--- config.mk ---
export PLATFORM = sky130hd
export DESIGN_NAME = mem_port_arbiter_flat
export DESIGN_NICKNAME = d
export VERILOG_FILES = /design/src/rtl/mem_port_arbiter_if.sv /design/src/rtl/mem_port_arbiter.sv /design/src/flat_wrapper.sv
export SDC_FILE = /design/constraint.sdc
export NUM_CORES = 1
export LEC_CHECK = 0
export CAP_MARGIN = 20
export CORE_MARGIN = 2
export CORE_UTILIZATION = 45
export CTS_BUF_LIST = sky130_fd_sc_hd__clkbuf_4
export DETAILED_ROUTE_END_ITERATION = 10
export DONT_BUFFER_PORTS = 1
export HOLD_SLACK_MARGIN = 0.08
export PLACE_DENSITY = 0.57
export SYNTH_ARGS = -nofsm -noshare
export SYNTH_HDL_FRONTEND = slang
export SYNTH_SLANG_ARGS = --single-unit
--- constraint.sdc ---
create_clock -name i_clk -period 3 [get_ports i_clk]
set_input_delay 0.6 -clock i_clk [delete_from_list [all_inputs] [get_ports i_clk]]
set_output_delay 0.6 -clock i_clk [all_outputs]
set_load 0.02 [all_outputs]
--- src/rtl/mem_port_arbiter_if.sv ---
// Request/grant, read-return and memory-command signals shared by the
// CPU/host memory arbiter and whatever sits on either side of it.
interface mem_port_arbiter_if #(
  parameter int ADDR_W = 16,
  parameter int DATA_W = 16
);
  logic              i_cpuReq;
  logic              i_cpuWe;
  logic [ADDR_W-1:0] i_cpuAddr;
  logic [DATA_W-1:0] i_cpuWdata;
  logic              o_cpuGnt;
  logic              o_cpuRvalid;
  logic [DATA_W-1:0] o_cpuRdata;

  logic              i_hostReq;
  logic              i_hostWe;
  logic [ADDR_W-1:0] i_hostAddr;
  logic [DATA_W-1:0] i_hostWdata;
  logic              i_hostLock;
  logic              o_hostGnt;
  logic              o_hostRvalid;
  logic [DATA_W-1:0] o_hostRdata;

  logic [ADDR_W-1:0] o_memAddr;
  logic [DATA_W-1:0] o_memData;
  logic              o_memWrEnable;
  logic [DATA_W-1:0] i_memData;

  modport slave (
    input  i_cpuReq, i_cpuWe, i_cpuAddr, i_cpuWdata,
    output o_cpuGnt, o_cpuRvalid, o_cpuRdata,
    input  i_hostReq, i_hostWe, i_hostAddr, i_hostWdata, i_hostLock,
    output o_hostGnt, o_hostRvalid, o_hostRdata,
    output o_memAddr, o_memData, o_memWrEnable,
    input  i_memData
  );

  modport master (
    output i_cpuReq, i_cpuWe, i_cpuAddr, i_cpuWdata,
    input  o_cpuGnt, o_cpuRvalid, o_cpuRdata,
    output i_hostReq, i_hostWe, i_hostAddr, i_hostWdata, i_hostLock,
    input  o_hostGnt, o_hostRvalid, o_hostRdata,
    input  o_memAddr, o_memData, o_memWrEnable,
    output i_memData
  );
endinterface

--- src/rtl/mem_port_arbiter.sv ---
// Round-robin CPU/host arbiter for the single-port data memory, with registered
// memory commands and owner-tagged read return. Define ARB_LOCK_EN for host lock.
module mem_port_arbiter #(
  parameter int ADDR_W   = 16,
  parameter int DATA_W   = 16,
  parameter int LOCK_MAX = 8
) (
  input  logic                i_clk,
  input  logic                i_rst_n,
  mem_port_arbiter_if.slave   bus
);

  logic              last_host_q, last_host_d;
  logic              cpu_gnt, host_gnt;
  logic              lock_hold, lock_expired;

  logic [ADDR_W-1:0] mem_addr_q, mem_addr_d;
  logic [DATA_W-1:0] mem_data_q, mem_data_d;
  logic              mem_we_q, mem_we_d;

  logic              rd_vld_p1_q, rd_vld_p1_d;
  logic              rd_own_p1_q, rd_own_p1_d;
  logic              rd_vld_p2_q;
  logic              rd_own_p2_q;
  logic              cpu_rvalid, host_rvalid;

`ifdef ARB_LOCK_EN
  localparam logic [7:0] LOCK_CMP = 8'(LOCK_MAX);
  logic [7:0] lock_cnt_q, lock_cnt_d;

  // Host keeps the port while locked until LOCK_MAX grants have starved the CPU.
  always_comb begin
    lock_expired = bus.i_cpuReq && (lock_cnt_q == LOCK_CMP);
    lock_hold    = bus.i_hostLock && bus.i_hostReq && !lock_expired;
  end

  always_comb begin
    lock_cnt_d = lock_cnt_q;
    if (cpu_gnt || !bus.i_cpuReq || !bus.i_hostLock) begin
      lock_cnt_d = '0;
    end else if (host_gnt) begin
      lock_cnt_d = lock_cnt_q + 8'd1;
    end
  end

  always_ff @(posedge i_clk or negedge i_rst_n) begin
    if (!i_rst_n) begin
      lock_cnt_q <= '0;
    end else begin
      lock_cnt_q <= lock_cnt_d;
    end
  end
`else
  logic unused_host_lock;
  assign unused_host_lock = bus.i_hostLock;
  assign lock_hold        = 1'b0;
  assign lock_expired     = 1'b0;
`endif

  always_comb begin
    cpu_gnt  = 1'b0;
    host_gnt = 1'b0;
    if (bus.i_cpuReq && bus.i_hostReq) begin
      if (lock_expired) begin
        cpu_gnt = 1'b1;
      end else if (lock_hold) begin
        host_gnt = 1'b1;
      end else if (last_host_q) begin
        cpu_gnt = 1'b1;
      end else begin
        host_gnt = 1'b1;
      end
    end else if (bus.i_cpuReq) begin
      cpu_gnt = 1'b1;
    end else if (bus.i_hostReq) begin
      host_gnt = 1'b1;
    end
  end

  assign bus.o_cpuGnt  = cpu_gnt;
  assign bus.o_hostGnt = host_gnt;

  always_comb begin
    last_host_d = last_host_q;
    mem_addr_d  = mem_addr_q;
    mem_data_d  = mem_data_q;
    mem_we_d    = 1'b0;
    rd_vld_p1_d = 1'b0;
    rd_own_p1_d = 1'b0;
    if (cpu_gnt) begin
      last_host_d = 1'b0;
      mem_addr_d  = bus.i_cpuAddr;
      mem_data_d  = bus.i_cpuWdata;
      mem_we_d    = bus.i_cpuWe;
      rd_vld_p1_d = !bus.i_cpuWe;
      rd_own_p1_d = 1'b0;
    end else if (host_gnt) begin
      last_host_d = 1'b1;
      mem_addr_d  = bus.i_hostAddr;
      mem_data_d  = bus.i_hostWdata;
      mem_we_d    = bus.i_hostWe;
      rd_vld_p1_d = !bus.i_hostWe;
      rd_own_p1_d = 1'b1;
    end
  end

  // Stage 1: command to memory plus read tag; stage 2: tag aligned with memory data.
  always_ff @(posedge i_clk or negedge i_rst_n) begin
    if (!i_rst_n) begin
      last_host_q <= 1'b1;
      mem_addr_q  <= '0;
      mem_data_q  <= '0;
      mem_we_q    <= 1'b0;
      rd_vld_p1_q <= 1'b0;
      rd_own_p1_q <= 1'b0;
      rd_vld_p2_q <= 1'b0;
      rd_own_p2_q <= 1'b0;
    end else begin
      last_host_q <= last_host_d;
      mem_addr_q  <= mem_addr_d;
      mem_data_q  <= mem_data_d;
      mem_we_q    <= mem_we_d;
      rd_vld_p1_q <= rd_vld_p1_d;
      rd_own_p1_q <= rd_own_p1_d;
      rd_vld_p2_q <= rd_vld_p1_q;
      rd_own_p2_q <= rd_own_p1_q;
    end
  end

  assign bus.o_memAddr     = mem_addr_q;
  assign bus.o_memData     = mem_data_q;
  assign bus.o_memWrEnable = mem_we_q;

  assign cpu_rvalid  = rd_vld_p2_q && !rd_own_p2_q;
  assign host_rvalid = rd_vld_p2_q &&  rd_own_p2_q;

  assign bus.o_cpuRvalid  = cpu_rvalid;
  assign bus.o_hostRvalid = host_rvalid;
  assign bus.o_cpuRdata   = cpu_rvalid  ? bus.i_memData : '0;
  assign bus.o_hostRdata  = host_rvalid ? bus.i_memData : '0;

endmodule

--- src/flat_wrapper.sv ---
// flat-port wrapper written by rule: the top's interface ports become plain ports
module mem_port_arbiter_flat 
#(
  parameter int ADDR_W   = 16,
  parameter int DATA_W   = 16,
  parameter int LOCK_MAX = 8
)
  (i_clk, i_rst_n, bus_i_cpuReq, bus_i_cpuWe, bus_i_cpuAddr, bus_i_cpuWdata, bus_o_cpuGnt, bus_o_cpuRvalid, bus_o_cpuRdata, bus_i_hostReq, bus_i_hostWe, bus_i_hostAddr, bus_i_hostWdata, bus_i_hostLock, bus_o_hostGnt, bus_o_hostRvalid, bus_o_hostRdata, bus_o_memAddr, bus_o_memData, bus_o_memWrEnable, bus_i_memData);
  mem_port_arbiter_if #(.ADDR_W(ADDR_W), .DATA_W(DATA_W)) bus_i ();
  input  logic i_clk;
  input  logic i_rst_n;
  input wire logic [$bits(bus_i.i_cpuReq)-1:0] bus_i_cpuReq;
  input wire logic [$bits(bus_i.i_cpuWe)-1:0] bus_i_cpuWe;
  input wire logic [$bits(bus_i.i_cpuAddr)-1:0] bus_i_cpuAddr;
  input wire logic [$bits(bus_i.i_cpuWdata)-1:0] bus_i_cpuWdata;
  output wire logic [$bits(bus_i.o_cpuGnt)-1:0] bus_o_cpuGnt;
  output wire logic [$bits(bus_i.o_cpuRvalid)-1:0] bus_o_cpuRvalid;
  output wire logic [$bits(bus_i.o_cpuRdata)-1:0] bus_o_cpuRdata;
  input wire logic [$bits(bus_i.i_hostReq)-1:0] bus_i_hostReq;
  input wire logic [$bits(bus_i.i_hostWe)-1:0] bus_i_hostWe;
  input wire logic [$bits(bus_i.i_hostAddr)-1:0] bus_i_hostAddr;
  input wire logic [$bits(bus_i.i_hostWdata)-1:0] bus_i_hostWdata;
  input wire logic [$bits(bus_i.i_hostLock)-1:0] bus_i_hostLock;
  output wire logic [$bits(bus_i.o_hostGnt)-1:0] bus_o_hostGnt;
  output wire logic [$bits(bus_i.o_hostRvalid)-1:0] bus_o_hostRvalid;
  output wire logic [$bits(bus_i.o_hostRdata)-1:0] bus_o_hostRdata;
  output wire logic [$bits(bus_i.o_memAddr)-1:0] bus_o_memAddr;
  output wire logic [$bits(bus_i.o_memData)-1:0] bus_o_memData;
  output wire logic [$bits(bus_i.o_memWrEnable)-1:0] bus_o_memWrEnable;
  input wire logic [$bits(bus_i.i_memData)-1:0] bus_i_memData;
  assign bus_i.i_cpuReq = bus_i_cpuReq;
  assign bus_i.i_cpuWe = bus_i_cpuWe;
  assign bus_i.i_cpuAddr = bus_i_cpuAddr;
  assign bus_i.i_cpuWdata = bus_i_cpuWdata;
  assign bus_o_cpuGnt = bus_i.o_cpuGnt;
  assign bus_o_cpuRvalid = bus_i.o_cpuRvalid;
  assign bus_o_cpuRdata = bus_i.o_cpuRdata;
  assign bus_i.i_hostReq = bus_i_hostReq;
  assign bus_i.i_hostWe = bus_i_hostWe;
  assign bus_i.i_hostAddr = bus_i_hostAddr;
  assign bus_i.i_hostWdata = bus_i_hostWdata;
  assign bus_i.i_hostLock = bus_i_hostLock;
  assign bus_o_hostGnt = bus_i.o_hostGnt;
  assign bus_o_hostRvalid = bus_i.o_hostRvalid;
  assign bus_o_hostRdata = bus_i.o_hostRdata;
  assign bus_o_memAddr = bus_i.o_memAddr;
  assign bus_o_memData = bus_i.o_memData;
  assign bus_o_memWrEnable = bus_i.o_memWrEnable;
  assign bus_i.i_memData = bus_i_memData;
  mem_port_arbiter #(.ADDR_W(ADDR_W), .DATA_W(DATA_W), .LOCK_MAX(LOCK_MAX)) u_core (.i_clk(i_clk), .i_rst_n(i_rst_n), .bus(bus_i));
endmodule
==> summary.md, run 1 <==
| Metric | Value |
|---|---|
| Vias | 1,647 |
| # IOs | 156 |
| Post-synth cell types | 22 |
| CTS-repair resized insts | 0 |
| Gpl congestion | approximately 0.74 |
| Most common library cells after synthesis | dfrtp_1 (37), mux2i_1 (32), a21oi_2 (28), o22ai_2 (28), and3_1 (16) |
| Initial core utilization | ~46% |
| Worst Setup Path Type | flop to output port |
| Clk buf depth | 2 |
| Fmax | 446.0 MHz |
| Pwr per Cell Area | between 500 and 600 nW/um^2 |
| Period utilization | roughly three quarters |
| Leading area contributor after synthesis | dfrtp_1 |
| Synth Flop Type | dfrtp_1 |
| N_diodes | 0 |
| Core Region | slightly above 5000 sq um |
| Top fanout value on the critical path | 32 |
| Maximum Capacitance Violations | 0 |
| Post-Syn Instances | 213 |
| Clock root cell | clkbuf_4 |
| R2R Setup Slk | 1.36 ns |
| Hpwl dp | approximately 3900 um |
| Final-report setup violation count | 0 |
| Fin crit period | around 2.2 ns |
| Number of synthesized flops with an enable pin | 0 |
| Final net count | 293 |
| Total CTS buffers | 5 |
| Worst setup margin | 0.7579 ns |
| Area grow syn2layout | 2.613% |
| H-Tree Depth | 2 |
| Asr flop ratio synth | 100.0% |
| Ranking of synthesized cells by area | dfrtp_1 (39%), o22ai_2 (15%), mux2i_1 (14%) |
| GR Overflow Total | 0 |
| Pre-CTS setup slack | 1.113 ns |
| Sequential area share after synthesis | about two fifths |
| Detailed Route WL | 5417 um |
| Initial antenna violation count | 0 |
| Die area | roughly 5800 sq um |
| Worst hold stages | 0 |
| Total Routing Usage GR | between 10% and 20% |
| Least-Margin Pin Slew | approximately 0.92 ns |
| Final Hold Viols | 0 |
| Post-synthesis register bit count | 38 |
| CTS tree | yes |
| Critical Path RT | about 2.4 ns |
| Standard-cell row count | 26 |
| Number of detailed-route iterations in the first pass | 4 |
| Vias in the first global route | approximately 1,700 |
| Post-CTS setup buffers | 0 |
| Critical Path AT | 1.64 ns |
| Worst setup EP type | output port |
| First-pass GRT wire length | 8873 um |
| Post-route ant nets | 0 |
| Drt wl/cell | 19.56 um |
| Cell Area, Synth | around 2300 sq um |
| Warnings from Yosys | 0 |
| Relative slew margins | a little under two fifths |
| Syn nets | 300 |
| Hold Crit Class | flop to flop |
| Fraction of layout cells with a size suffix above 1 | around a third |
| Initial DRC count | 54 |
| Outcome | completed |
| Drt via density | around 6 |
| Syn avg cell area | 11.01 sq um |
| Worst-path clk slew | about 0.10 ns |
| Die H | 76.21 um |
| Leakage | roughly 1.1 nW |
| Cell with the most instances after synthesis | dfrtp_1 |
| Final slew viol count | 0 |
| CP startpoint kind | flop |
| Maximum resistive drop on vdd | 0.3303 mV |
| Setup_tns | 0 ns |
| Port Buffers | 0 |
| Largest net degree at the start of global routing | 38 |
| Chip width | between 70 and 80 um |
| Skew final | between 0.01 and 0.015 ns |
| # clock sinks | 38 |
| Clk Latency, worst-skew pair | 0.33 ns |
| Inst Count DP | roughly 270 |
| RSZ-0062 raised after global routing | false |
| Final non-filler cell total | approximately 280 |
| Hold buffers post-CTS | 2 |
| Worst reg2reg path depth | 3 |
| Fillers | 470 |
| DRC viols | 0 |
| Area fraction of the dominant cell type after synthesis | 39.47% |
[logic make-up after synthesis]
group	Yosys count	share of synthesized area [%]
buf+inv	25	6.879
flops	38	40.59
compound gates	69	28.91
simple gates	49	9.974
mux	32	13.65
[where the power goes]
part / internal [W] / switching [W]
clock: 0.0000972 / 0.000160
combinational: 0.000121 / 0.000182
sequential: 0.000580 / 0.000125
[metal layers]
metal	GRT usage, %	wire length [um]	share of wire, %
met5	0	0	0
met4	8.182	134	2.5
met3	6.043	510	9.4
met2	33.45	2779	51
met1	21.18	1993	37
[critical path: stages (launching register included)]
cell and delay (ns):
dfrtp_1 0.37, buf_4 0.21, nor2b_1 0.42, and2_1 0.32
[worst paths after layout]
check / start / end
setup / recovery: u_core.rd_own_p2_q / bus_o_cpuRdata[14]
hold / removal: u_core.rd_vld_p1_q / u_core.rd_vld_p2_q
setup reg to reg: u_core.last_host_q / u_core.bus.o_memAddr[9]
hold reg to reg: u_core.rd_vld_p1_q / u_core.rd_vld_p2_q
max in group asynchronous: i_rst_n / u_core.rd_vld_p1_q
min in group asynchronous: i_rst_n / u_core.last_host_q
[metrics by stage]
stage / instance area [sq um] / utilization (%) / hold WS [ns] / power, W
3_3_place_gp: 2323 / 45.78 / 0.3051 / 0.0009958
3_5_place_dp: 2323 / 45.78 / 0.3050 / 0.001007
5_1_grt: 2407 / 47.44 / 0.3278 / 0.001344
4_1_cts: 2407 / 47.44 / 0.3381 / 0.001286
6_report: 2407 / 47.44 / 0.3565 / 0.001265
2_1_floorplan: 2346 / - / 0.3044 / 0.0009849
[flip-flops by register name (all words and copies together), names as in the netlist]
| name | cells |
|---|---|
| u_core.rd_own_p2_q | 1 |
| u_core.rd_vld_p2_q | 1 |
| u_core.rd_vld_p1_q | 1 |
| u_core.last_host_q | 1 |
| u_core.rd_own_p1_q | 1 |
| u_core.bus.o_memAddr | 16 |
| u_core.bus.o_memData | 16 |
| u_core.bus.o_memWrEnable | 1 |
[layout by cell type (no fill, tap or decap)]
cell type and n:
nand2_2 1, and2_1 3, a21bo_1 1, dfrtp_1 37, inv_1 4, clkinv_2 1, inv_2 1, nor2_1 14
a21oi_1 4, nor2b_1 1, nand2_1 14, a22o_1 1, and3_1 16, dfstp_2 1, o22ai_1 5, o21ai_0 1
dlygate4sd3_1 1, a21oi_2 28, buf_12 1, clkinv_1 1, clkbuf_4 6, a21boi_0 1, o22ai_2 28, mux2i_1 32
buf_4 4
[area by class of cell]
cell class                      count  area, sq um  share of cell area (%)
Clock inverter                      2        8.758                  0.3638
Timing Repair Buffer                6        60.06                   2.495
Inverter                            5        18.77                  0.7796
Tap cell                           70        87.58                   3.638
Clock buffer                        6        45.04                   1.871
Sequential cell                    38        952.2                   39.55
Multi-Input combinational cell    150         1235                   51.30
(Power assumes the default switching activity.)
==> run 2, diff against run 1 <==
==> constraint.sdc (replaced) <==
create_clock -name i_clk -period 2.1 [get_ports i_clk]
set_input_delay 0.42 -clock i_clk [delete_from_list [all_inputs] [get_ports i_clk]]
set_output_delay 0.42 -clock i_clk [all_outputs]
set_load 0.02 [all_outputs]
==> summary.md, run 2 (same netlist as run 1, synthesis figures left out) <==
| Metric | Value |
|---|---|
| Hold path startpoint | bus_i_hostWe |
| Net Switching | 0.0006572 W (+41%) |
| Chip width | 76.21 um (unchanged) |
| Drt via density | 5.978 (+0.55%) |
| GR Overflow Total | 0 (unchanged) |
| Worst setup EP type | output port |
| Clk buf depth | 2 (unchanged) |
| DRC viols | 0 (unchanged) |
| Largest delay share family, worst path | flip-flops |
| RSZ-0062 raised after global routing | false |
| Final net count | 295 (+0.68%) |
| Sequential power share | 56.2% (+0.4 points) |
| Standard-cell row count | 26 (unchanged) |
| # IOs | 156 (unchanged) |
| Least-Margin Pin Slew | 0.5299 ns (-0.3916 ns) |
| # clock sinks | 38 (unchanged) |
| Gpl congestion | 0.7592 (+2.3%) |
| Slowest CP cell | dfrtp_2 |
| Critical Path RT | 1.68 ns (-0.72 ns) |
| Total CTS buffers | 5 (unchanged) |
| Worst-path clk slew | 0.11 ns (about the same) |
| Clk network pwr share | 20.3% (about the same) |
| Skew final | 0.007238 ns (-0.006590 ns) |
| Relative slew margins | 64.68% (+26 points) |
| Maximum Capacitance Violations | 0 (unchanged) |
| Critical-path cell list | nor2b_1, and2_1 |
| Initial DRC count | 70 (+30%) |
| Die H | 76.21 um (unchanged) |
| Vias in the first global route | 1,667 (-3.8%) |
| Final Hold Viols | 0 (unchanged) |
| Fin crit period | about 1.8 ns |
| Hpwl dp | 3957 um (+2.3%) |
| CP startpoint kind | flop |
| Area grow syn2layout | 3.253% |
| CP Buf/Inv Count | 0 (-1) |
| Comb pwr share | 23.6% (-0.3 points) |
| Worst r2r src | u_core.last_host_q |
| Final-report setup violation count | 0 (unchanged) |
| Hold Crit Class | primary input to flop |
| Core Region | 5075 sq um (unchanged) |
| Drt wl/cell | 19.53 um (-0.14%) |
| Setup_tns | 0 ns (unchanged) |
| First-pass GRT wire length | 8576 um (-3.3%) |
| H-Tree Depth | 2 (unchanged) |
| Post-layout util | 47.73% (+0.30 points) |
| Leakage | 1.069 nW (+0.68%) |
| Worst Setup Path Type | flop to output port |
| Total Routing Usage GR | 18.54% (-0.51 points) |
| Hold WS | 0.1681 ns (-0.1884 ns) |
| Initial core utilization | 46.23% (unchanged) |
| Die area | 5807 sq um (unchanged) |
| Fraction of layout cells with a size suffix above 1 | 35.58% (+1.3 points) |
| Maximum resistive drop on vdd | 0.3594 mV (+8.8%) |
| Detailed Route WL | 5429 um (+0.22%) |
| Final slew viol count | 0 (unchanged) |
| Critical path's largest stage delay | 0.58 ns (+0.16 ns) |
| Critical Path AT | 1.41 ns (-0.23 ns) |
| Post-route ant nets | 0 (unchanged) |
| Clk Latency, worst-skew pair | 0.33 ns (about the same) |
| Top fanout value on the critical path | 32 (unchanged) |
| Pwr per Cell Area | 749.3 nW/um^2 (+43%) |
| Net switching fraction of the power | 36.21% (-0.67 points) |
| Commonest non-fill, non-tap cell in the layout | dfrtp_1 |
| Number of detailed-route iterations in the first pass | 4 (unchanged) |
| Commonest non-fill, non-tap cells in the layout | dfrtp_1 (36), mux2i_1 (32), o22ai_2 (28), a21oi_2 (28), and3_1 (16) |
| Port Buffers | 0 (unchanged) |
| Largest net degree at the start of global routing | 39 (+2.6%) |
| Vias | 1,662 (+0.91%) |
| Critical path origin | u_core.rd_own_p2_q |
| Period utilization | 87.20% |
| CTS tree | yes |
| Worst setup margin | 0.2687 ns (-0.4892 ns) |
| Initial antenna violation count | 0 (unchanged) |
| Outcome | completed |
| Int Pwr | 0.001158 W (+45%) |
| Pre-CTS setup slack | 0.4683 ns (-0.6451 ns) |
| Clock root cell | clkbuf_4 |
| Pwr Total | 0.001815 W (+44%) |
| Fmax | around 550 MHz |
| N_diodes | 0 (unchanged) |
## run 2: changes by cell type in the layout (fill, tap and decap cells not counted), sizes merged
| cell | change |
|---|---|
| buf | +2 |
| clkbuf | +1 |
| clkinv | -2 |
## run 2: what timing repair did
item	CTS	global route
buffers inserted	0	0
setup endpoints to repair	0	3
gates resized for setup	0	1
hold buffers	2	0
endpoints found under the hold margin	38	0
## run 2: power groups by stage
| stage | clock, W | combinational, W | sequential (W) |
|---|---|---|---|
| 2_1_floorplan | 0 | 0.000405 | 0.00100 |
| 3_3_place_gp | 0 | 0.000395 | 0.00103 |
| 3_5_place_dp | 0 | 0.000413 | 0.00103 |
| 4_1_cts | 0.000392 | 0.000433 | 0.00102 |
| 5_1_grt | 0.000438 | 0.000464 | 0.00103 |
| 6_report | 0.000368 | 0.000428 | 0.00102 |
## run 2: final timing paths
| check | slack (ns) | to | cells after the start |
|---|---|---|---|
| min in group asynchronous | 0.55 | u_core.bus.o_memAddr[7] | 2 |
| min | 0.17 | u_core.rd_vld_p1_q | 1 |
| max reg2reg | 0.71 | u_core.bus.o_memAddr[9] | 4 |
| max | 0.27 | bus_o_cpuRdata[15] | 2 |
| min reg2reg | 0.36 | u_core.rd_own_p2_q | 0 |
| max in group asynchronous | 1.30 | u_core.last_host_q | 2 |
## run 2: per-stage QoR
stage               instances  cell area (sq um)
finish                    278               2422
detailed placement        269               2338
floorplan                 213               2346
CTS                       278               2421
global placement          269               2338
global route              278               2422
## run 2: worst register-to-register path, stage by stage (launching register included)
cell,delay [ns]
dfstp_2,0.57
a21bo_1,0.15
buf_4,0.31
o22ai_1,0.14
a21oi_1,0.14
## run 2: layout make-up
cell class / instances / area [sq um]
tap: 70 / 87.58
timing repair buffer: 8 / 75.07
fill: 450 / 2653
inverter: 5 / 18.77
sequential: 38 / 953.4
clock buffer: 7 / 52.55
multi-input combinational: 150 / 1235
## run 2: per-layer routing
| layer | share of wire, % | track usage, % |
|---|---|---|
| met4 | 1.6 | 7.273 |
| met2 | 52 | 32.12 |
| met1 | 36 | 20.03 |
| met3 | 9.7 | 7.820 |
| met5 | 0 | 0 |
